### src/rtl/mem_port_arbiter.sv
// mem_port_arbiter: serialises D (load/store), F (fetch) and V (display) onto one single-port memory.
// KEY[0] clock, KEY[1] async active-low reset; d_*/f_*/v_* requester ports (req/gnt/rvalid/rdata);
// mem_* memory port with fixed RD_LAT read latency; owner reports the current/last winner.
module mem_port_arbiter #(
  parameter int AW = 8,
  parameter int DW = 32,
  parameter int RD_LAT = 2,
  parameter int MAX_WAIT = 4
) (
  input  logic [1:0]    KEY,
  input  logic          d_req,
  input  logic          d_we,
  input  logic [AW-1:0] d_addr,
  input  logic [DW-1:0] d_wdata,
  output logic          d_gnt,
  output logic          d_rvalid,
  output logic [DW-1:0] d_rdata,
  input  logic          f_req,
  input  logic [AW-1:0] f_addr,
  output logic          f_gnt,
  output logic          f_rvalid,
  output logic [DW-1:0] f_rdata,
  input  logic          v_req,
  input  logic [AW-1:0] v_addr,
  output logic          v_gnt,
  output logic          v_rvalid,
  output logic [DW-1:0] v_rdata,
  output logic          mem_en,
  output logic          mem_we,
  output logic [AW-1:0] mem_addr,
  output logic [DW-1:0] mem_wdata,
  input  logic [DW-1:0] mem_rdata,
  output logic [1:0]    owner
);
  typedef enum logic [1:0] {IDLE, ISSUE, WAIT, RESP} state_e;
  state_e state_q, state_d;
  logic clk, rst_n;
  logic [1:0] owner_q, owner_d, win;
  logic [AW-1:0] addr_q, addr_d;
  logic [DW-1:0] wdata_q, wdata_d;
  logic we_q, we_d;
  logic [3:0] cnt_q, cnt_d;
  logic [2:0] lat_q, lat_d;
  assign clk = KEY[0];
  assign rst_n = KEY[1];
  always_ff @(posedge clk or negedge rst_n) begin
    if (!rst_n) begin
      state_q <= IDLE;
      owner_q <= '0;
      addr_q <= '0;
      wdata_q <= '0;
      we_q <= 1'b0;
      cnt_q <= '0;
      lat_q <= '0;
    end else begin
      state_q <= state_d;
      owner_q <= owner_d;
      addr_q <= addr_d;
      wdata_q <= wdata_d;
      we_q <= we_d;
      cnt_q <= cnt_d;
      lat_q <= lat_d;
    end
  end
  // V can only lose while cnt_q < MAX_WAIT, so the increment never passes the saturation point
  always_comb begin
    win = (v_req && cnt_q == 4'(MAX_WAIT)) ? 2'd3 : d_req ? 2'd1 : f_req ? 2'd2 : 2'd3;
    state_d = state_q;
    owner_d = owner_q;
    addr_d = addr_q;
    wdata_d = wdata_q;
    we_d = we_q;
    cnt_d = cnt_q;
    lat_d = lat_q;
    case (state_q)
      IDLE: begin
        cnt_d = (!v_req || win == 2'd3) ? 4'd0 : cnt_q + 4'd1;
        if (d_req || f_req || v_req) begin
          state_d = ISSUE;
          owner_d = win;
          addr_d = (win == 2'd1) ? d_addr : (win == 2'd2) ? f_addr : v_addr;
          we_d = (win == 2'd1) && d_we;
          wdata_d = (win == 2'd1) ? d_wdata : '0;
        end
      end
      ISSUE: begin
        state_d = we_q ? IDLE : (RD_LAT > 1) ? WAIT : RESP;
        lat_d = 3'(RD_LAT - 1);
      end
      WAIT: begin
        state_d = (lat_q == 3'd1) ? RESP : WAIT;
        lat_d = lat_q - 3'd1;
      end
      default: state_d = IDLE;
    endcase
  end
  always_comb begin
    mem_en = state_q == ISSUE;
    mem_we = mem_en && we_q;
    mem_addr = addr_q;
    mem_wdata = wdata_q;
    d_gnt = mem_en && owner_q == 2'd1;
    f_gnt = mem_en && owner_q == 2'd2;
    v_gnt = mem_en && owner_q == 2'd3;
    d_rvalid = state_q == RESP && owner_q == 2'd1;
    f_rvalid = state_q == RESP && owner_q == 2'd2;
    v_rvalid = state_q == RESP && owner_q == 2'd3;
    d_rdata = d_rvalid ? mem_rdata : '0;
    f_rdata = f_rvalid ? mem_rdata : '0;
    v_rdata = v_rvalid ? mem_rdata : '0;
    owner = owner_q;
  end
endmodule

### config.mk
export PLATFORM = sky130hd
export DESIGN_NAME = mem_port_arbiter
export DESIGN_NICKNAME = d
export VERILOG_FILES = /design/src/rtl/mem_port_arbiter.sv
export SDC_FILE = /design/constraint.sdc
export NUM_CORES = 1
export LEC_CHECK = 0
export BUFFER_PORTS_ARGS = -buffer_cell sky130_fd_sc_hd__buf_2
export CAP_MARGIN = 20
export CORE_MARGIN = 4
export CORE_UTILIZATION = 40
export DETAILED_ROUTE_END_ITERATION = 8
export PLACE_DENSITY = 0.89
export SLEW_MARGIN = 20
export SYNTH_ARGS = -nofsm -noshare
export SYNTH_HDL_FRONTEND = slang
export SYNTH_SLANG_ARGS = --single-unit
### constraint.sdc
create_clock -name KEY -period 1.7 [get_ports KEY]
set_input_delay 0.34 -clock KEY [delete_from_list [all_inputs] [get_ports KEY]]
set_output_delay 0.34 -clock KEY [all_outputs]
set_load 0.02 [all_outputs]
==> results.toml, run 1 <==
[status]
status = "complete, but fails checks"
violations = "hold timing, setup timing"

[detailed_routing]
wl_per_cell_um = 21.1
finalWirelength_um = 14400
drtPass1Iterations = 4
drtAntennaViolNets = 0
drt_iter0_markers = 161
vias = 3678
drc = 0
vias_per_cell = 5.41

[setup_path]
worst_ep_arrival_time_ps = 1710
worst-path-buf-inv = 2
path_cells = "ha_4 -> nor3b_4 -> buf_12 -> and2_1 -> buf_6"
regToRegEndpoint = "cnt_q[0]"
cp_top_family = "flip-flops"
crit_path_start_kind = "flip-flop"
worstPathMaxFanout = 33
crit_slowest_cell = "dfrtp_1"
cp.required_ps = 1360
max_stage_delay_ps = 430
reg2reg_setup_slack_ps = 40
r2r-start = "state_q[0]"
crit_type = "flip-flop to output pin"
cp-end-kind = "output pin"
rr_worst_depth = 6

[yosys]
synth_top_family_by_area = "simple AND/OR/NAND/NOR gates"
synthArstFlopShare_pct = 100
muxShareOfSynthArea_pct = 0
ys.flop_type = "dfrtp_1"
syn_inst = 325
yosysWarnings = 0
synth_edf_count = 0
synth_xor_area_share_pct = 0
seq_area_frac_synth_pct = 42.4
synthTopCellsByArea = "dfrtp_1 42%, and2_1 20%, a22o_1 9.4%"
ys_ff_latch = 52
synth_top_area_cell = "dfrtp_1"
synthAdderAreaFrac_pct = 3.26
syn_avg_cell_area_um2 = 9.44
syn-num-nets = 427
synth-simple-area-share_pct = 29.0
synth_cell_type_count = 36
yosys.area.top_type_share_pct = 42.4
synth-compound-area-share_pct = 18.4
synth_area_um2 = 3070

[global_routing]
grt_remaining_overflow = 0
grt_max_degree = 39
grt_usage_pct = 26.5
antenna_found_initial = 1
grt_pass1_vias = 3532
grt_pass1_wl_um = 18100

[clock_tree]
clk_pin_slew_ps = 100
cts_tree = "yes"
insertion_delay_ps = 300

[cells_and_area]
mostFrequentLayoutCells = "153 x buf_2, 85 x buf_6, 50 x and2_4, 50 x dfrtp_1, 47 x and2_1"
final_common_cell = "buf_2"
areaGrowthSynthToFinish_pct = 82.1
nFillCells = 473
drive_gt1_share_pct = 61.3
final_util_pct = 75.8
nets = 679
fin_area_um2 = 5590
diodes = 0
seqCellArea_um2 = 1300
multi_input_area_um2 = 1830

[sta]
skew_ps = 10.9
finalHoldViolCount = 52
fin_ws_ps = -347
clock.fmax_ghz = 0.489
finalCritPeriodShare_pct = 120
maxSlewViolCount = 0
tightest_slew_ps = 356
slew_headroom_pct = 76.2
holdWs_ps = -326
period_needed_ps = 2050
setup_viol = 103
rsz0062_at_grt = "true"

[die]
pin_count = 240
dieHeight_um = 95.6
start_util_pct = 41.6
rows = 31
die_area_um2 = 9130
core_area_um2 = 7370
fp.dieW_um = 95.6

[place]
place_area_um2 = 4380
numPortBuffers = 238
dpl.hpwl_um = 8880
place.gp.congestion = 0.796

[pwr]
peakVddDrop_v = 0.000854
p_leak_nw = 2.94
powerDensity_nw_per_um2 = 1500

[flow_run]
cap_violations = 0

[hold_path]
hp-class = "clock port to asynchronous set/reset pin"
worst max path at each step:
stage | startpoint | endpoint | slack [ps] | depth (start not counted)
final | state_q[0] | f_rdata[11] | -350 | 5
after global routing | state_q[1] | f_rdata[0] | -430 | 5
after CTS | state_q[0] | v_rdata[17] | -240 | 5
after detailed placement | state_q[0] | d_rdata[13] | 40 | 5
after global placement | state_q[0] | d_rdata[13] | 90 | 5
after floorplan | state_q[1] | f_gnt | 2 | 3
metrics by stage:
step | setup TNS, ps | setup slack (ps) | power, mW | hold WS (ps) | instances
after CTS | -21060 | -245 | 7.80 | -323 | 668
after floorplan | 0 | 2.42 | 4.14 | -296 | 325
after global routing | -33010 | -433 | 8.90 | -334 | 680
after global placement | 0 | 89.6 | 5.44 | -296 | 648
after detailed placement | 0 | 39.1 | 5.57 | -296 | 648
final | -26300 | -347 | 8.36 | -326 | 680
power breakdown:
group | switching [mW] | leakage (nW) | internal [mW]
sequential | 0.383 | 0.660 | 1.55
combinational | 2.61 | 2.18 | 2.08
clock | 1.09 | 0.105 | 0.640
synthesized netlist by cell type (3+ instances only):
library cell and n:
o21ai_1 10, nand3b_1 10, ha_1 8, dfrtp_1 52, o221ai_1 8, a31oi_1 11, buf_6 4, o21ai_0 3
inv_1 18, nand2_1 14, nor2_1 11, a22o_1 33, and2_1 97, clkbuf_1 11, buf_2 8
sequential cells by signal (all words and copies together), names as in the netlist:
register   flops
mem_wdata     32
we_q           1
state_q        2
mem_addr       8
cnt_q          4
lat_q          3
owner          2
worst register-to-register path, delay by kind of cell, from the launching register on:
kind,cells,cell delay [ps]
adders and majority gates,1,210
buffers and inverters,3,480
AOI/OAI and AO/OA,1,100
and+or+nand+nor,1,350
DFF,1,440
layout make-up:
cell class / count / area share (%)
multi-input cells: 232 / 32.8
repair buffers: 262 / 36.6
well taps: 99 / 2.22
flip-flops and latches: 52 / 23.3
clock inverters: 6 / 1.19
inverters: 19 / 1.46
clock buffers: 10 / 2.46
layer usage:
metal,vias to the layer above,part of all wire [%],global-route usage [%]
met5,-,0.090,0
met4,2,4.8,14.2
met3,50,8.3,10.1
met2,222,53,47.4
met1,1778,33,26.4
li1,1626,-,-
logic make-up after synthesis:
kind of cell / count (synthesis)
simple gates: 145
compound gates: 75
flops: 52
buf+inv: 45
fa+ha+maj: 8
timing repair:
action                                 4_1_cts  5_1_grt
pin swaps                                   10       35
hold buffers                                 0        0
gates cloned                                 4        5
buffers inserted                             1        9
setup endpoints to repair                  103      145
endpoints found under the hold margin        0        0
resized for setup                          116      141
No activity file was read; power rests on OpenSTA's default activity.
==> inputs of run 2 (changes only) <==
--- a/config.mk
+++ b/config.mk
@@ -5,11 +5,13 @@
 export SDC_FILE = /design/constraint.sdc
 export NUM_CORES = 1
 export LEC_CHECK = 0
+export ABC_AREA = 1
 export BUFFER_PORTS_ARGS = -buffer_cell sky130_fd_sc_hd__buf_2
 export CAP_MARGIN = 20
 export CORE_MARGIN = 4
-export CORE_UTILIZATION = 40
+export CORE_UTILIZATION = 41
 export DETAILED_ROUTE_END_ITERATION = 8
+export MAX_ROUTING_LAYER = met4
 export PLACE_DENSITY = 0.89
 export SLEW_MARGIN = 20
 export SYNTH_ARGS = -nofsm -noshare
==> results.toml, run 2 <==
[detailed_routing]
wl_per_cell_um = 18.6
drtAntennaViolNets = 0
finalWirelength_um = 15700
vias = 4231
drc = 0
drtPass1Iterations = 4
drt_iter0_markers = 180
vias_per_cell = 5.02

[place]
place.gp.congestion = 0.921
numPortBuffers = 238
place_area_um2 = 4960
dpl.hpwl_um = 9070

[sta]
maxSlewViolCount = 0
rsz0062_at_grt = "true"
clock.fmax_ghz = 0.466
setup_viol = 103
holdWs_ps = -335
finalCritPeriodShare_pct = 126
fin_setup_tns_ps = -37290
slew_headroom_pct = 74.6
period_needed_ps = 2150
finalHoldViolCount = 52
skew_ps = 7.84
tightest_slew_ps = 381
fin_ws_ps = -448

[die]
pin_count = 240
dieHeight_um = 97.2
fp.dieW_um = 97.2
start_util_pct = 42.2
die_area_um2 = 9450
rows = 32
core_area_um2 = 7730

[yosys]
syn_avg_cell_area_um2 = 7.08
synthArstFlopShare_pct = 100
synth.top_cells.by_count = "126 x nand2_1, 100 x nor2_1, 56 x inv_1"
seq_area_frac_synth_pct = 39.9
synth_cell_type_count = 27
synth_area_um2 = 3260
yosysMostFrequentCell = "nand2_1"
synth_edf_count = 0
syn_inst = 461
syn-num-nets = 563
ys_ff_latch = 52
ys.flop_type = "dfrtp_1"
synth_top_area_cell = "dfrtp_1"
synthTopCellsByArea = "dfrtp_1 40%, nand2_1 14%, nor2_1 12%"
yosys.area.top_type_share_pct = 39.9
yosysWarnings = 0

[pwr]
powerDensity_nw_per_um2 = 1390
clock_power_share_pct = 18.6
p_switching_mw = 4.78
peakVddDrop_v = 0.00130
totalPowerFinal_mw = 9.18
intPower_mw = 4.40
power_frac_seq_pct = 22.1
comb_power_share_pct = 59.4
netSwitchingFraction_pct = 52.1
p_leak_nw = 3.46

[setup_path]
crit_slowest_cell = "dfrtp_1"
worstPathMaxFanout = 6
rr_worst_depth = 11
critPathLaunch = "state_q[1]"
r2r-start = "state_q[1]"
crit_path_start_kind = "flip-flop"
crit_type = "flip-flop to output pin"
path_cells = "ha_4 -> inv_4 -> nor3_4 -> inv_4 -> buf_8 -> nor2_4 -> buf_6"
worst_ep_arrival_time_ps = 1810
max_stage_delay_ps = 440
path_common_cell = "inv_4"
cp-end-kind = "output pin"
cp.required_ps = 1360

[cells_and_area]
largest_reg_flops = 32
diodes = 0
fin_area_um2 = 6590
nets = 838
mostFrequentLayoutCells = "135 x buf_2, 126 x nand2_1, 99 x buf_6"
areaGrowthSynthToFinish_pct = 102
final_common_cell = "buf_2"
drive_gt1_share_pct = 61.4

[global_routing]
grt_remaining_overflow = 0
grt_pass1_wl_um = 22000
antenna_found_initial = 0
grt_usage_pct = 30.2
grt_pass1_vias = 4393
grt_max_degree = 42

[clock_tree]
insertion_delay_ps = 300
hold_buffers = 0
cts_tree = "yes"
clk_pin_slew_ps = 100

[hold_path]
hp-class = "clock port to asynchronous set/reset pin"

[flow_run]
cap_violations = 0

[status]
status = "complete, but fails checks"
violations = "hold timing, setup timing"
## run 2: per-stage QoR
stage / util (%) / std cells / setup WS, ps / hold WS [ps]
after CTS: 78.1 / 828 / -316 / -325
after global placement: 64.1 / 802 / 11.9 / -296
final: 85.3 / 842 / -448 / -335
after floorplan: - / 461 / -47.5 / -296
after global routing: 85.3 / 842 / -501 / -342
after detailed placement: 64.1 / 802 / -62.2 / -296
## run 2: final timing paths
check                                end  slack, ps
max                          v_rdata[16]       -450
min                        mem_wdata[30]       -330
max reg2reg                  mem_addr[7]         40
min reg2reg                mem_wdata[20]        490
max in group asynchronous       owner[1]       1880
min in group KEY           mem_wdata[21]        220
## run 2: cells by family (layout without fill, tap and decap cells)
logic type,count (synthesis),count (layout),synth area share [%]
DFF,52,52,39.9
and+or+nand+nor,296,296,40.7
xor gates and xnor gates,2,2,0.537
adders and majority gates,8,8,3.07
AOI/OAI and AO/OA,12,12,2.07
buffers and inverters,91,370,13.7
## run 2: final cells by class
class,count,area [µm²]
clock buffers,11,141
clock inverters,5,63.8
fillers,411,1140
inverters,72,298
multi-input cells,318,2250
flip-flops and latches,52,1300
well taps,102,128
repair buffers,282,2410
## run 2: worst max-delay path: cells and delay by family, from the launching register on
family                     cells  cell delay, ps
adders and majority gates      1             180
DFF                            1             440
buffers and inverters          4             510
and+or+nand+nor                2             370
## run 2: metal layers
layer,up-vias,wire (µm),part of all wire (%),GRT usage (%)
met1,1988,5500,35,29.4
li1,1917,-,-,-
met2,270,8150,52,52.9
met4,0,624,4.0,18.3
met3,56,1420,9.0,8.90
met5,-,0,0,-
## run 2: power by group through the flow
stage	Sequential, mW	Combinational, mW	Clock (mW)
2_1_floorplan	2.48	2.35	0
3_3_place_gp	2.00	4.16	0
3_5_place_dp	2.01	4.33	0
4_1_cts	2.00	4.96	1.81
5_1_grt	2.08	5.87	1.91
6_report	2.02	5.45	1.71
## run 2: repair_timing
| action | CTS | global route |
|---|---|---|
| endpoints found under the hold margin | 0 | 0 |
| setup buffers | 10 | 10 |
| resized for setup | 227 | 86 |
| cloned | 4 | 6 |
| endpoints found under the setup margin | 144 | 148 |
| pin swaps | 5 | 4 |
